File: src/rtl/sva_pkg.sv
// Shared definitions for the SVA result collector: event-mask bit positions,
// verdict encoding and the event-log entry layout.
package sva_pkg;

    localparam int unsigned EVT_SUCC = 0;
    localparam int unsigned EVT_FAIL = 1;
    localparam int unsigned EVT_LAZY = 2;

    localparam int unsigned SVA_TS_WIDTH = 16;

    typedef enum logic [1:0] {
        EMPTY   = 2'd0,
        PASSING = 2'd1,
        FAILED  = 2'd2
    } sva_status_t;

    typedef struct packed {
        logic [2:0]              mask;
        logic [SVA_TS_WIDTH-1:0] ts;
    } sva_evt_t;

endpackage

File: src/rtl/sva_result_collector_if.sv
// Event-log drain handshake: the collector presents the FIFO head, the consumer
// accepts it with evt_ready.
interface sva_result_collector_if #(
    parameter int unsigned TS_WIDTH = 16
) ();
    logic                evt_valid;
    logic                evt_ready;
    logic [2:0]          evt_mask;
    logic [TS_WIDTH-1:0] evt_ts;

    modport master (output evt_valid, output evt_mask, output evt_ts, input evt_ready);
    modport slave  (input evt_valid, input evt_mask, input evt_ts, output evt_ready);
endinterface

File: src/rtl/sva_evt_fifo.sv
// Synchronous event-log FIFO with a registered head and valid/ready drain.
// DEPTH must be a power of two, at least 2.
module sva_evt_fifo
    import sva_pkg::*;
#(
    parameter int unsigned DEPTH   = 8,
    parameter type         entry_t = sva_evt_t
) (
    input  logic   clk,
    input  logic   rst_n,
    input  logic   push,
    input  entry_t din,
    output logic   full,
    output logic   out_valid,
    output entry_t out_data,
    input  logic   out_ready
);

    localparam int unsigned AW = $clog2(DEPTH);

    entry_t        mem [DEPTH];
    logic [AW:0]   wr_ptr, rd_ptr, wr_ptr_n, rd_ptr_n;
    logic          pop, push_acc;

    assign full     = (wr_ptr[AW] != rd_ptr[AW]) && (wr_ptr[AW-1:0] == rd_ptr[AW-1:0]);
    assign pop      = out_valid && out_ready;
    assign push_acc = push && (!full || pop);
    assign wr_ptr_n = wr_ptr + (AW+1)'(push_acc);
    assign rd_ptr_n = rd_ptr + (AW+1)'(pop);

    always_ff @(posedge clk) begin
        if (push_acc) mem[wr_ptr[AW-1:0]] <= din;
    end

    // Head mirrors mem[rd_ptr]; when the entry being written becomes the head
    // this edge, it is taken from din since mem is not yet updated.
    always_ff @(posedge clk or negedge rst_n) begin
        if (!rst_n) begin
            wr_ptr    <= '0;
            rd_ptr    <= '0;
            out_valid <= 1'b0;
            out_data  <= '0;
        end else begin
            wr_ptr    <= wr_ptr_n;
            rd_ptr    <= rd_ptr_n;
            out_valid <= (wr_ptr_n != rd_ptr_n);
            if (wr_ptr_n != rd_ptr_n)
                out_data <= (push_acc && (wr_ptr == rd_ptr_n)) ? din : mem[rd_ptr_n[AW-1:0]];
        end
    end

endmodule

File: src/rtl/sva_result_collector.sv
// Collects SVA succ/fail/lazy_succ pulses: timestamps, saturating counters, verdict
// and an event log. Optional first-fail capture under SVA_FIRST_FAIL_CAPTURE_EN.
module sva_result_collector
    import sva_pkg::*;
#(
    parameter int unsigned CNT_WIDTH  = 16,
    parameter int unsigned TS_WIDTH   = 16,
    parameter int unsigned FIFO_DEPTH = 8
) (
    input  logic                   sys_clk,
    input  logic                   sys_rst_n,
    input  logic                   grst,
    input  logic                   gclk_posedge_flag,
    input  logic                   succ,
    input  logic                   fail,
    input  logic                   lazy_succ,
    input  logic                   clr,
    sva_result_collector_if.master evt,
    output logic [CNT_WIDTH-1:0]   succ_cnt,
    output logic [CNT_WIDTH-1:0]   fail_cnt,
    output logic [CNT_WIDTH-1:0]   lazy_cnt,
    output logic [1:0]             status,
    output logic                   overflow,
    output logic                   first_fail_vld,
    output logic [TS_WIDTH-1:0]    first_fail_ts
);

    // Same layout as sva_evt_t, sized by this instance's TS_WIDTH.
    typedef struct packed {
        logic [2:0]          mask;
        logic [TS_WIDTH-1:0] ts;
    } evt_t;

    logic [TS_WIDTH-1:0] ts_q;
    sva_status_t         status_q, status_base, status_n;
    evt_t                evt_in, evt_head;
    logic                evt_any, fifo_full, drop;

    function automatic logic [CNT_WIDTH-1:0] cnt_next(input logic [CNT_WIDTH-1:0] cur,
                                                      input logic inc, input logic clear);
        logic [CNT_WIDTH-1:0] base;
        base = clear ? '0 : cur;
        return (inc && (base != '1)) ? base + CNT_WIDTH'(1) : base;
    endfunction

    assign evt_any = succ | fail | lazy_succ;

    always_comb begin
        evt_in                = '0;
        evt_in.mask[EVT_SUCC] = succ;
        evt_in.mask[EVT_FAIL] = fail;
        evt_in.mask[EVT_LAZY] = lazy_succ;
        evt_in.ts             = ts_q;
    end

    sva_evt_fifo #(
        .DEPTH   (FIFO_DEPTH),
        .entry_t (evt_t)
    ) u_fifo (
        .clk       (sys_clk),
        .rst_n     (sys_rst_n),
        .push      (evt_any),
        .din       (evt_in),
        .full      (fifo_full),
        .out_valid (evt.evt_valid),
        .out_data  (evt_head),
        .out_ready (evt.evt_ready)
    );

    assign evt.evt_mask = evt_head.mask;
    assign evt.evt_ts   = evt_head.ts;
    assign drop         = evt_any && fifo_full && !(evt.evt_valid && evt.evt_ready);

    always_ff @(posedge sys_clk or negedge sys_rst_n) begin
        if (!sys_rst_n)             ts_q <= '0;
        else if (grst)              ts_q <= '0;
        else if (gclk_posedge_flag) ts_q <= ts_q + TS_WIDTH'(1);
    end

    // clr resets the base first so a same-cycle event lands on cleared state.
    always_comb begin
        status_base = clr ? EMPTY : status_q;
        status_n    = status_base;
        case (status_base)
            EMPTY:           if (succ || lazy_succ) status_n = PASSING;
            PASSING, FAILED: status_n = status_base;
            default:         status_n = EMPTY;
        endcase
        if (fail) status_n = FAILED;
    end

    always_ff @(posedge sys_clk or negedge sys_rst_n) begin
        if (!sys_rst_n) begin
            succ_cnt <= '0;
            fail_cnt <= '0;
            lazy_cnt <= '0;
            status_q <= EMPTY;
            overflow <= 1'b0;
        end else begin
            succ_cnt <= cnt_next(succ_cnt, succ, clr);
            fail_cnt <= cnt_next(fail_cnt, fail, clr);
            lazy_cnt <= cnt_next(lazy_cnt, lazy_succ, clr);
            status_q <= status_n;
            overflow <= (overflow && !clr) || drop;
        end
    end

    assign status = status_q;

`ifdef SVA_FIRST_FAIL_CAPTURE_EN
    logic                ff_vld_q;
    logic [TS_WIDTH-1:0] ff_ts_q;

    always_ff @(posedge sys_clk or negedge sys_rst_n) begin
        if (!sys_rst_n) begin
            ff_vld_q <= 1'b0;
            ff_ts_q  <= '0;
        end else if (fail && (clr || !ff_vld_q)) begin
            ff_vld_q <= 1'b1;
            ff_ts_q  <= ts_q;
        end else if (clr) begin
            ff_vld_q <= 1'b0;
            ff_ts_q  <= '0;
        end
    end

    assign first_fail_vld = ff_vld_q;
    assign first_fail_ts  = ff_ts_q;
`else
    assign first_fail_vld = 1'b0;
    assign first_fail_ts  = '0;
`endif

endmodule

File: src/flat_wrapper.sv
// flat-port wrapper written by rule: the top's interface ports become plain ports
module sva_result_collector_flat import sva_pkg::*;
#(
    parameter int unsigned CNT_WIDTH  = 16,
    parameter int unsigned TS_WIDTH   = 16,
    parameter int unsigned FIFO_DEPTH = 8
)
  (sys_clk, sys_rst_n, grst, gclk_posedge_flag, succ, fail, lazy_succ, clr, succ_cnt, fail_cnt, lazy_cnt, status, overflow, first_fail_vld, first_fail_ts, evt_evt_valid, evt_evt_mask, evt_evt_ts, evt_evt_ready);
  sva_result_collector_if #(.TS_WIDTH(TS_WIDTH)) evt_i ();
  input  logic sys_clk;
  input  logic sys_rst_n;
  input  logic grst;
  input  logic gclk_posedge_flag;
  input  logic succ;
  input  logic fail;
  input  logic lazy_succ;
  input  logic clr;
  output logic [CNT_WIDTH-1:0] succ_cnt;
  output logic [CNT_WIDTH-1:0] fail_cnt;
  output logic [CNT_WIDTH-1:0] lazy_cnt;
  output logic [1:0] status;
  output logic overflow;
  output logic first_fail_vld;
  output logic [TS_WIDTH-1:0] first_fail_ts;
  output wire logic [$bits(evt_i.evt_valid)-1:0] evt_evt_valid;
  output wire logic [$bits(evt_i.evt_mask)-1:0] evt_evt_mask;
  output wire logic [$bits(evt_i.evt_ts)-1:0] evt_evt_ts;
  input wire logic [$bits(evt_i.evt_ready)-1:0] evt_evt_ready;
  assign evt_evt_valid = evt_i.evt_valid;
  assign evt_evt_mask = evt_i.evt_mask;
  assign evt_evt_ts = evt_i.evt_ts;
  assign evt_i.evt_ready = evt_evt_ready;
  sva_result_collector #(.CNT_WIDTH(CNT_WIDTH), .TS_WIDTH(TS_WIDTH), .FIFO_DEPTH(FIFO_DEPTH)) u_core (.sys_clk(sys_clk), .sys_rst_n(sys_rst_n), .grst(grst), .gclk_posedge_flag(gclk_posedge_flag), .succ(succ), .fail(fail), .lazy_succ(lazy_succ), .clr(clr), .evt(evt_i), .succ_cnt(succ_cnt), .fail_cnt(fail_cnt), .lazy_cnt(lazy_cnt), .status(status), .overflow(overflow), .first_fail_vld(first_fail_vld), .first_fail_ts(first_fail_ts));
endmodule
File: config.mk
export PLATFORM = sky130hd
export DESIGN_NAME = sva_result_collector_flat
export DESIGN_NICKNAME = d
export VERILOG_FILES = /design/src/rtl/sva_pkg.sv /design/src/rtl/sva_result_collector_if.sv /design/src/rtl/sva_evt_fifo.sv /design/src/rtl/sva_result_collector.sv /design/src/flat_wrapper.sv
export SDC_FILE = /design/constraint.sdc
export NUM_CORES = 1
export LEC_CHECK = 0
export ABC_AREA = 1
export CORE_UTILIZATION = 60
export CTS_CLUSTER_SIZE = 20
export DETAILED_ROUTE_END_ITERATION = 12
export PLACE_DENSITY = 0.82
export SLEW_MARGIN = 10
export SYNTH_ARGS = -nofsm -noshare
export SYNTH_HDL_FRONTEND = slang
export SYNTH_SLANG_ARGS = --single-unit
File: constraint.sdc
create_clock -name sys_clk -period 5.2 [get_ports sys_clk]
set_input_delay 1.04 -clock sys_clk [delete_from_list [all_inputs] [get_ports sys_clk]]
set_output_delay 1.04 -clock sys_clk [all_outputs]
set_load 0.01 [all_outputs]
==> flow_metrics.py <==
metrics = {
    "floorplanning": {
        "die_x_um": 142,
        "start_util_pct": 62.0,
        "die-area_um2": 20100,
        "die_y_um": 142,
        "row_count": 50,
        "ios": 97,
        "core_um2": 19000,
    },
    "power": {
        "p_clk_share_pct": 23.6,
        "switchingPower_uw": 2740,
        "seqPwrFrac_pct": 38.7,
        "netSwitchingFraction_pct": 38.4,
        "p_int_uw": 4400,
        "peakVddDrop_mv": 0.370,
        "p_comb_share_pct": 37.7,
        "leakagePower_uw": 0.00537,
        "powerDensity_nw_per_um2": 532,
    },
    "grt": {
        "antenna_found_initial": 0,
        "overflow": 0,
        "grt_pass1_wl_um": 43700,
        "grt_usage_pct": 28.0,
        "grt_max_degree": 80,
        "grt_pass1_vias": 8372,
    },
    "clock_network": {
        "cts_buffer_depth": 3,
        "cts_hold_buf": 0,
        "post_cts_buffers": 0,
        "clock_latency_ns": 0.51,
        "path_clk_slew_ns": 0.06,
        "cts.sink_count": 247,
        "cts_buffers": 25,
        "ctsResizeCount": 0,
        "h-tree-depth": 1,
        "cts_tree": "yes",
        "clockRootBuffer": "clkbuf_16",
    },
    "placed_design": {
        "pre_cts_ws_ns": 0.448,
        "dp_hpwl_um": 17300,
        "gp_congestion": 0.887,
        "port_buffers": 79,
    },
    "routing": {
        "route.final.wire_length_um": 27300,
        "postRouteAntennaNets": 0,
        "post-route-drc-count": 0,
        "drt-pass1-iter-count": 5,
        "wire_per_inst_um": 17.2,
        "vias_per_cell": 5.59,
        "drt_iter0_markers": 623,
        "vias": 8893,
    },
    "layout": {
        "final_common_cell": "nand2_1",
        "nFillCells": 1377,
        "drive_gt1_share_pct": 7.67,
        "area_delta_synth_final_pct": 14.4,
        "diodes": 0,
        "fin_nets": 1329,
        "layout_common_cells": "nand2_1, nor2_1, edfxtp_1, o21ai_0, dfrtp_1",
    },
    "yosys": {
        "yosys_warnings": 0,
        "syn_inst": 1241,
        "netlist_area_um2": 11700,
        "synth.distinct_cells": 40,
        "synth_edf_count": 152,
        "synthArstFlopShare_pct": 38.5,
        "synth_area_per_cell_um2": 9.47,
        "yosysSeqAreaShare_pct": 59.1,
        "ys_top_cells_by_area": "edfxtp_1, dfrtp_1, nand2_1, nor2_1, o21ai_0",
        "synth_top_area_share_pct": 38.9,
        "synth-seq-cells": 247,
        "yosysTopAreaCell": "edfxtp_1",
        "synth_ff_type": "edfxtp_1",
    },
    "setup_path": {
        "critPathSlowestCell": "clkdlybuf4s50_1",
        "endpoint_kind": "flip-flop",
        "rrSetupSlack_ns": 1.54,
        "path_cells": "clkdlybuf4s50_1 -> nor3_1 -> inv_1 -> nand2_1 -> inv_1 -> ha_1 -> ha_1 -> xor2_1 -> xor2_1 -> nor2_1 -> nand2_1 -> inv_2 -> nand2_1 -> nand2_1",
        "start_kind": "input pin",
        "max_stage_delay_ns": 0.73,
        "cp_common_cell": "nand2_1",
        "cp.required_ns": 5.59,
        "worst-path-max-fanout": 21,
        "path_class": "in -> reg",
        "worstPathArrival_ns": 4.63,
    },
    "sta": {
        "setup_viol": 0,
        "slew_violations": 0,
        "fin_ws_ns": 0.959,
        "hold_slack_ns": 0.503,
        "fin_crit_ns": 4.24,
        "fin_tns_setup_ns": 0,
        "final_hold_viol_count": 0,
        "skew_ns": 0.0107,
        "fmax_mhz": 236,
        "slew_headroom_pct": 37.9,
        "worst_slew_pin_slew_ns": 0.931,
        "rsz0062_at_grt": "false",
        "fin_crit_sh_pct": 81.6,
    },
    "job": {
        "drv_cap": 0,
    },
    "run_status": {
        "status": "finished clean",
    },
    "min_path": {
        "hold_class": "reg -> reg",
    },
}
cells by family (layout without fill, tap and decap cells):
family / count (synthesis) / after routing / synth area share (%)
AOI/OAI and AO/OA: 160 / 160 / 7.78
xor gates and xnor gates: 49 / 49 / 3.65
adders and majority gates: 8 / 8 / 0.852
buffers and inverters: 164 / 237 / 6.45
DFF: 247 / 247 / 59.1
other: 1 / 17 / 0.0319
and+or+nand+nor: 612 / 612 / 22.1
path summary, 6_finish.rpt:
kind | start | to | cells past startpoint
max reg2reg | u_core.u_fifo.wr_ptr[2] | u_core.u_fifo.out_data[18] | 16
min | u_core.u_fifo.out_data[16] | u_core.u_fifo.out_data[16] | 2
min reg2reg | u_core.u_fifo.out_data[16] | u_core.u_fifo.out_data[16] | 2
max in group asynchronous | sys_rst_n | u_core.ts_q[3] | 2
min in group asynchronous | sys_rst_n | u_core.succ_cnt[6] | 1
max | lazy_succ | u_core.u_fifo.out_data[18] | 14
synthesized netlist by cell type, types with 2 or more instances:
master,number
o21ai_2,2
buf_2,14
o21ai_4,2
inv_1,90
clkbuf_1,21
o211ai_1,30
xor2_1,33
buf_4,21
a21oi_1,8
nor2_4,3
dfrtp_1,95
nand2_1,276
nor2_1,199
nor3b_1,3
nand4_1,10
nor4_1,2
ha_1,8
buf_6,6
inv_2,5
nor3_2,9
edfxtp_1,152
buf_1,5
nor3_1,8
nand3_1,86
nor2_2,7
o21ai_0,114
nand2_2,4
xnor2_1,16
power groups by stage:
stage / sequential, uW / combinational (uW) / clock (uW)
6_report: 2760 / 2700 / 1690
5_1_grt: 2790 / 3040 / 1780
4_1_cts: 2760 / 2700 / 1700
3_5_place_dp: 2790 / 2690 / 0
3_3_place_gp: 2780 / 2580 / 0
2_1_floorplan: 2770 / 1810 / 0
per-stage QoR:
| stage | instance area, um^2 | std cells | total power [uW] | util [%] |
|---|---|---|---|---|
| after floorplan | 11800 | 1257 | 4570 | - |
| after global placement | 12700 | 1545 | 5360 | 66.8 |
| after detailed placement | 12700 | 1545 | 5470 | 66.8 |
| after CTS | 13400 | 1590 | 7160 | 70.9 |
| after global routing | 13400 | 1590 | 7610 | 70.9 |
| final | 13400 | 1590 | 7150 | 70.9 |
per-layer routing:
metal	GRT usage (%)	wire, um	share of wire [%]
met5	0	0	0
met2	46.4	13300	49
met4	9.28	748	2.7
met1	37.7	11300	41
met3	4.99	2050	7.5
sequential cells by signal (all words and copies together) (netlist names):
register,cells
u_core.fail_cnt,16
u_core.lazy_cnt,16
u_core.overflow,1
u_core.status,2
u_core.succ_cnt,16
u_core.ts_q,16
u_core.u_fifo.mem,152
u_core.u_fifo.out_data,19
u_core.u_fifo.out_valid,1
u_core.u_fifo.rd_ptr,4
u_core.u_fifo.wr_ptr,4
final cells by class:
type                    instances  area [um^2]  area share [%]
flip-flops and latches        247         6940            51.7
multi-input cells             846         4130            30.7
repair buffers                 95          903            6.73
clock buffers                  36          717            5.34
inverters                      97          365            2.72
well taps                     260          325            2.42
clock inverters                 9         51.3           0.382
critical path: cells and delay by family:
| family | cells | cell delay (ns) |
|---|---|---|
| buffers and inverters | 4 | 1.65 |
| and+or+nand+nor | 6 | 1.04 |
| adders and majority gates | 2 | 0.49 |
| xor gates and xnor gates | 2 | 0.39 |
Power figures use the tool's default switching activity.
